===== src/rtl/udp_burst_pkg.sv =====
// Shared types and constants for the UDP payload burst generator.
// LFSR taps are only consumed when UDP_BURST_LFSR_EN is defined.
package udp_burst_pkg;

  typedef enum logic [1:0] {
    MODE_CONST = 2'd0,
    MODE_INC   = 2'd1,
    MODE_LFSR  = 2'd2,
    MODE_TABLE = 2'd3
  } burst_mode_t;

  typedef enum logic [1:0] {
    S_IDLE = 2'd0,
    S_SEND = 2'd1,
    S_GAP  = 2'd2
  } burst_state_t;

  localparam logic [15:0] TABLE_WORDS [4] = '{16'hABCD, 16'h6969, 16'hFFFF, 16'h0420};

  // Galois right-shift taps for the supported word widths
  function automatic logic [31:0] lfsr_taps(input int width);
    case (width)
      8:       return 32'h0000_00B8;
      32:      return 32'h8020_0003;
      default: return 32'h0000_B400;
    endcase
  endfunction

endpackage


===== src/rtl/udp_burst_gen_pattern.sv =====
// Payload word generator: load restarts the pattern at word 0, adv steps it.
// LFSR stepping exists only when UDP_BURST_LFSR_EN is defined; otherwise LFSR mode acts as CONST.
module burst_pattern_gen
  import udp_burst_pkg::*;
#(
  parameter int DATA_SIZE = 16
) (
  input  logic                 clk,
  input  logic                 rst,
  input  burst_mode_t          mode,
  input  logic [DATA_SIZE-1:0] seed,
  input  logic                 load,
  input  logic                 adv,
  output logic [DATA_SIZE-1:0] word
);

  logic [1:0] tbl_idx;

  // Table entries are 16 bits; narrower words truncate, wider words replicate.
  function automatic logic [DATA_SIZE-1:0] tbl_word(input logic [1:0] idx);
    logic [15:0]          t;
    logic [DATA_SIZE-1:0] w;
    t = TABLE_WORDS[idx];
    for (int b = 0; b < DATA_SIZE; b++) w[b] = t[b % 16];
    return w;
  endfunction

`ifdef UDP_BURST_LFSR_EN
  localparam logic [31:0]          TAPS_ALL = lfsr_taps(DATA_SIZE);
  localparam logic [DATA_SIZE-1:0] TAPS     = TAPS_ALL[DATA_SIZE-1:0];

  function automatic logic [DATA_SIZE-1:0] lfsr_step(input logic [DATA_SIZE-1:0] x);
    return (x >> 1) ^ (x[0] ? TAPS : '0);
  endfunction
`endif

  always_ff @(posedge clk or posedge rst) begin
    if (rst) begin
      word    <= '0;
      tbl_idx <= 2'd0;
    end else if (load) begin
      tbl_idx <= 2'd0;
      case (mode)
        MODE_TABLE: word <= tbl_word(2'd0);
`ifdef UDP_BURST_LFSR_EN
        MODE_LFSR:  word <= (seed == '0) ? DATA_SIZE'(1) : seed;
`endif
        default:    word <= seed;
      endcase
    end else if (adv) begin
      case (mode)
        MODE_INC: word <= word + DATA_SIZE'(1);
        MODE_TABLE: begin
          tbl_idx <= tbl_idx + 2'd1;
          word    <= tbl_word(tbl_idx + 2'd1);
        end
`ifdef UDP_BURST_LFSR_EN
        MODE_LFSR: word <= lfsr_step(word);
`endif
        default: word <= word;
      endcase
    end
  end

endmodule


===== src/rtl/udp_burst_gen.sv =====
// Burst generator feeding network_stack_tx: start edge -> repeat_n bursts of len words with gaps.
// Optional LFSR pattern mode is enabled by defining UDP_BURST_LFSR_EN.
//   state  | meaning
//   S_IDLE | waiting for a start edge (also the cycle that carries done)
//   S_SEND | driving one word per cycle of the current burst
//   S_GAP  | idle spacing between bursts so the TX stack can close a frame
module udp_burst_gen
  import udp_burst_pkg::*;
#(
  parameter int DATA_SIZE  = 16,
  parameter int MAX_WORDS  = 64,
  parameter int GAP_CYCLES = 32,
  parameter int LW         = $clog2(MAX_WORDS + 1)
) (
  input  logic                 clk,
  input  logic                 rst,
  input  logic                 start,
  input  logic                 abort,
  input  logic [1:0]           mode,
  input  logic [LW-1:0]        len,
  input  logic [7:0]           repeat_n,
  input  logic [DATA_SIZE-1:0] seed,
  output logic                 axiov,
  output logic [DATA_SIZE-1:0] axiod,
  output logic                 busy,
  output logic                 done,
  output logic [15:0]          burst_count
);

  localparam logic [LW-1:0] MAX_LEN  = LW'(MAX_WORDS);
  localparam int            GW       = (GAP_CYCLES > 1) ? $clog2(GAP_CYCLES) : 1;
  localparam logic [GW-1:0] GAP_LAST = GW'(GAP_CYCLES - 1);

  burst_state_t         state, state_nx;
  burst_mode_t          mode_r, mode_nx, pat_mode;
  logic [DATA_SIZE-1:0] seed_r, seed_nx, pat_seed;
  logic [LW-1:0]        len_r, len_nx, len_eff;
  logic [LW-1:0]        word_cnt, word_cnt_nx;
  logic [GW-1:0]        gap_cnt, gap_cnt_nx;
  logic [7:0]           rep_left, rep_nx;
  logic                 start_q, abort_flag, abort_nx;
  logic                 axiov_nx, busy_nx, done_nx;
  logic [15:0]          count_nx;
  logic                 load, adv;

  always_ff @(posedge clk or posedge rst) begin
    if (rst) begin
      state       <= S_IDLE;
      start_q     <= 1'b0;
      mode_r      <= MODE_CONST;
      seed_r      <= '0;
      len_r       <= '0;
      word_cnt    <= '0;
      gap_cnt     <= '0;
      rep_left    <= 8'd0;
      abort_flag  <= 1'b0;
      axiov       <= 1'b0;
      busy        <= 1'b0;
      done        <= 1'b0;
      burst_count <= 16'd0;
    end else begin
      state       <= state_nx;
      start_q     <= start;
      mode_r      <= mode_nx;
      seed_r      <= seed_nx;
      len_r       <= len_nx;
      word_cnt    <= word_cnt_nx;
      gap_cnt     <= gap_cnt_nx;
      rep_left    <= rep_nx;
      abort_flag  <= abort_nx;
      axiov       <= axiov_nx;
      busy        <= busy_nx;
      done        <= done_nx;
      burst_count <= count_nx;
    end
  end

  always_comb begin
    state_nx    = state;
    mode_nx     = mode_r;
    seed_nx     = seed_r;
    len_nx      = len_r;
    word_cnt_nx = word_cnt;
    gap_cnt_nx  = gap_cnt;
    rep_nx      = rep_left;
    abort_nx    = abort_flag;
    axiov_nx    = axiov;
    busy_nx     = busy;
    done_nx     = 1'b0;
    count_nx    = burst_count;
    load        = 1'b0;
    adv         = 1'b0;
    len_eff     = (len > MAX_LEN) ? MAX_LEN : len;

    case (state)
      S_IDLE: begin
        axiov_nx = 1'b0;
        busy_nx  = 1'b0;
        // busy is still high in the done cycle, which blocks an immediate retrigger
        if (start && !start_q && !busy && len != '0) begin
          mode_nx     = burst_mode_t'(mode);
          seed_nx     = seed;
          len_nx      = len_eff;
          word_cnt_nx = len_eff - LW'(1);
          rep_nx      = (repeat_n == 8'd0) ? 8'd0 : repeat_n - 8'd1;
          abort_nx    = 1'b0;
          axiov_nx    = 1'b1;
          busy_nx     = 1'b1;
          load        = 1'b1;
          state_nx    = S_SEND;
        end
      end
      S_SEND: begin
        if (word_cnt == '0) begin
          count_nx = burst_count + 16'd1;
          axiov_nx = 1'b0;
          if (rep_left != 8'd0 && !(abort_flag || abort)) begin
            gap_cnt_nx = GAP_LAST;
            state_nx   = S_GAP;
          end else begin
            done_nx  = 1'b1;
            state_nx = S_IDLE;
          end
        end else begin
          adv         = 1'b1;
          word_cnt_nx = word_cnt - LW'(1);
          abort_nx    = abort_flag | abort;
        end
      end
      S_GAP: begin
        if (abort) begin
          done_nx  = 1'b1;
          state_nx = S_IDLE;
        end else if (gap_cnt == '0) begin
          word_cnt_nx = len_r - LW'(1);
          rep_nx      = rep_left - 8'd1;
          axiov_nx    = 1'b1;
          load        = 1'b1;
          state_nx    = S_SEND;
        end else begin
          gap_cnt_nx = gap_cnt - GW'(1);
        end
      end
      default: state_nx = S_IDLE;
    endcase
  end

  // The first load happens in the same edge that latches mode/seed, so use the live inputs then.
  assign pat_mode = (state == S_IDLE) ? burst_mode_t'(mode) : mode_r;
  assign pat_seed = (state == S_IDLE) ? seed : seed_r;

  burst_pattern_gen #(.DATA_SIZE(DATA_SIZE)) u_pattern (
    .clk  (clk),
    .rst  (rst),
    .mode (pat_mode),
    .seed (pat_seed),
    .load (load),
    .adv  (adv),
    .word (axiod)
  );

endmodule


===== config.mk =====
export PLATFORM = sky130hd
export DESIGN_NAME = udp_burst_gen
export DESIGN_NICKNAME = d
export VERILOG_FILES = /design/src/rtl/udp_burst_pkg.sv /design/src/rtl/udp_burst_gen_pattern.sv /design/src/rtl/udp_burst_gen.sv
export SDC_FILE = /design/constraint.sdc
export NUM_CORES = 1
export LEC_CHECK = 0
export CORE_MARGIN = 8
export CORE_UTILIZATION = 50
export CTS_CLUSTER_DIAMETER = 150
export DETAILED_ROUTE_END_ITERATION = 8
export GPL_TIMING_DRIVEN = 0
export PLACE_DENSITY_LB_ADDON = 0.25
export SLEW_MARGIN = 20
export SYNTH_ARGS = -nofsm -noshare
export SYNTH_HDL_FRONTEND = slang
export SYNTH_SLANG_ARGS = --single-unit
export TNS_END_PERCENT = 10

===== constraint.sdc =====
create_clock -name clk -period 2.79 [get_ports clk]
set_clock_uncertainty 0.05 [all_clocks]
set_input_delay 0.558 -clock clk [delete_from_list [all_inputs] [get_ports clk]]
set_output_delay 0.558 -clock clk [all_outputs]
set_load 0.005 [all_outputs]

==> flow_summary.toml <==
[worst_setup_path]
timing.rr.end = "word_cnt[6]$_DFFE_PP0P_"
reg2regPathDepth = 10
r2r_slack_ns = 0.12
rr_startpoint = "state[0]$_DFFE_PP0P_"
startpoint_type = "flop"
arrival_ns = 2.88
worst-setup-path-type = "flop to flop"
worstSetupEndpointType = "flop"
critPathMaxFanout = 10
crit_required_ns = 3.00

[grt]
grt.total_usage_pct = 20.2
grt_pass1_wl_um = 21700
grt_max_degree = 35
grt_pass1_vias = 4456
antenna_found_initial = 0
overflow = 0

[clocking]
clock_path_buffers = 2
cts-root-buf = "clkbuf_8"
tritoncts_num_sinks = 86
insertion_delay_ns = 0.38
cts_hold_buffers = 0
cts_tree = "yes"
cts_buffers = 9
path_clk_slew_ns = 0.09
cts_max_level = 3

[placement]
dp_cells = 733
port_buffers = 70
placedInstanceArea_sq_um = 6010
gp_congestion = 0.903
dp_hpwl_um = 9890

[floorplan]
fp.dieH_um = 117
row_count = 37
initial_core_util_pct = 50.5
fp.dieW_um = 117
dieArea_sq_um = 13700
core_sq_um = 10100
ios = 72

[synth]
synth_warnings = 0
syn_avg_cell_area_sq_um = 9.70
syn_area_sq_um = 5090
synth_cell_types = 66
synth_edf_count = 0
ys_ff_latch = 86
seq_area_frac_synth_pct = 42.3
syn-instance-count = 525
ys.flop_type = "dfrtp_1"
synthArstFlopShare_pct = 100
syn-num-nets = 578

[route]
first_iter_violations = 311
post_drt_wl_per_cell_um = 17.5
postRouteAntennaNets = 0
via_per_inst = 5.91
dr.pass1.iters = 5
vias = 4418
drc = 0
wirelength_um = 13100

[cells_and_area]
n_antenna_cell = 0
seq_area_sq_um = 2150
utilization_pct = 61.8
multi_input_area_sq_um = 2740
fillCellCount = 872
areaGrowthSynthToFinish_pct = 22.4
fin_cells = 747
drive_above_1_share_pct = 12.6
finalInstanceArea_sq_um = 6230
nets = 660

[sta]
hold_viol = 0
period_needed_ns = 2.67
grt_setup_unrepaired = "true"
setup_violations = 0
fin_crit_sh_pct = 95.6
slew_headroom_pct = 34.3
hold_slack_ns = 0.427
tightest_slew_ns = 0.976
final_max_slew_viol_count = 0
tns_ns = 0
max_freq_mhz = 375

[status]
outcome = "finished, final reports clean"

[power]
cellLeakagePower_uw = 0.00256
p_comb_share_pct = 51.3
clkPwrFrac_pct = 15.3
p_sw_uw = 2770
internal_power_uw = 3810
ir_drop_mv = 0.488
p_per_area_nw_per_um2 = 1050
pwr-share-seq_pct = 33.3
p_sw_share_pct = 42.1

[hold_path]
hold_path.class = "flop to flop"
holdPathStages = 1
hold_start = "burst_count[15]$_DFFE_PP0P_"
min_to = "burst_count[15]$_DFFE_PP0P_"

[run]
cap_violations = 0
==> logic make-up (layout without fill, tap and decap cells) <==
logic type               after synthesis  in the layout  synth area share (%)
AO/OA/AOI/OAI                        136            136                  18.7
adder cells (fa/ha/maj)               16             16                  3.93
XOR/XNOR                              26             26                  4.47
buffers and inverters                 47            133                  4.08
multiplexers                          40             40                  8.55
AND/OR/NAND/NOR                      174            174                  18.0
flip-flops                            86             86                  42.3
==> metrics by stage <==
stage          total power (uW)  worst slack [ns]
2_1_floorplan              4440             0.294
3_3_place_gp               5430            -0.234
4_1_cts                    6550            0.0347
3_5_place_dp               5540            -0.239
5_1_grt                    7070           -0.0411
6_report                   6570             0.121
==> routing by layer <==
layer  wire length [um]  up-vias  track usage (%)
li1                   -     2113                -
met1               5620     2136             25.1
met2               6430      142             33.7
met3                716       27             3.08
met4                316        0             9.64
met5                  0        -                0
==> worst max path at each step <==
stage                               endpoint  depth (start not counted)                  from
5_1_grt              word_cnt[6]$_DFFE_PP0P_                         10  state[0]$_DFFE_PP0P_
4_1_cts              word_cnt[6]$_DFFE_PP0P_                         10  state[0]$_DFFE_PP0P_
3_3_place_gp   u_pattern.word[2]$_DFFE_PP0P_                          7                 start
6_report             word_cnt[6]$_DFFE_PP0P_                         10  state[0]$_DFFE_PP0P_
3_5_place_dp   u_pattern.word[2]$_DFFE_PP0P_                          7                 start
2_1_floorplan        word_cnt[6]$_DFFE_PP0P_                         10  state[0]$_DFFE_PP0P_
==> placed cells by master (no fill, tap or decap), drive strengths merged, types with 3 or more instances in the layout <==
master and instances:
dfrtp 86, clkdlybuf4s50 70, nand2 40, o21ai 40
nor2 33, mux2 28, inv 26, xnor2 17
a21oi 17, nor3 17, clkbuf 17, ha 16
buf 15, nand3 14, nand4 12, mux2i 12
a31oi 10, nand2b 10, xor2 9, and3 9
a22oi 9, a221o 7, o31ai 7, nor4 6
and2 6, a211oi 6, o22ai 6, or3 5
a221oi 5, or2 4, nor2b 4, a2111oi 4
or4 4, o211ai 4, o221ai 3, clkinvlp 3
a21o 3
==> layout make-up <==
class                   instances  share of cell area [%]
clock buffers                   9                    1.99
inverters                      25                    1.57
plain buffers                  21                    1.79
clock inverters                 6                    1.53
well taps                     136                    2.73
repair buffers                 72                    11.9
multi-input cells             392                    44.0
flip-flops and latches         86                    34.5
==> flip-flops by register name, summed over array words and instances, names as in the netlist <==
signal / cells
burst_count: 16
seed_r: 16
u_pattern.word: 16
rep_left: 8
len_r: 7
word_cnt: 7
gap_cnt: 5
mode_r: 2
state: 2
u_pattern.tbl_idx: 2
abort_flag: 1
axiov: 1
busy: 1
done: 1
start_q: 1
==> power by group through the flow <==
stage	clock network, uW	registers (uW)	logic (uW)
after floorplan	0	2090	2350
after global placement	0	2180	3260
after detailed placement	0	2200	3340
after CTS	1020	2180	3360
after global routing	1070	2250	3740
final	1010	2190	3370
==> cell usage after synthesis (all sizes together) (7+ instances only) <==
| master | n | share of area [%] |
|---|---|---|
| a221o | 7 | 1.4 |
| ha | 16 | 3.9 |
| nor3 | 17 | 1.8 |
| o21ai | 40 | 3.9 |
| nand4 | 12 | 1.5 |
| a22oi | 9 | 1.3 |
| inv | 25 | 1.8 |
| xor2 | 9 | 1.5 |
| nand3 | 14 | 1.4 |
| nand2 | 40 | 3.0 |
| nor2 | 33 | 2.4 |
| xnor2 | 17 | 2.9 |
| nand2b | 10 | 1.4 |
| and3 | 9 | 1.1 |
| a31oi | 10 | 1.2 |
| mux2i | 12 | 2.4 |
| clkbuf | 9 | 0.66 |
| a21oi | 17 | 1.7 |
| mux2 | 28 | 6.2 |
| buf | 13 | 1.6 |
| dfrtp | 86 | 42 |
| o31ai | 7 | 1.0 |
==> worst max-delay path: stages, from the launching register on <==
cell and delay [ns]:
dfrtp_1 0.38, inv_1 0.09, ha_1 0.21, clkbuf_1 0.23
and2_1 0.28, a221oi_2 0.37, ha_1 0.25, o211ai_1 0.11
nor4_1 0.34, xnor2_1 0.16, o21ai_0 0.09
==> what timing repair did <==
action | 4_1_cts | 5_1_grt
endpoints found under the setup margin | 1 | 10
gates resized for setup | 1 | 4
setup buffers | 0 | 0
Note: power is estimated with default switching activity, not from simulation.
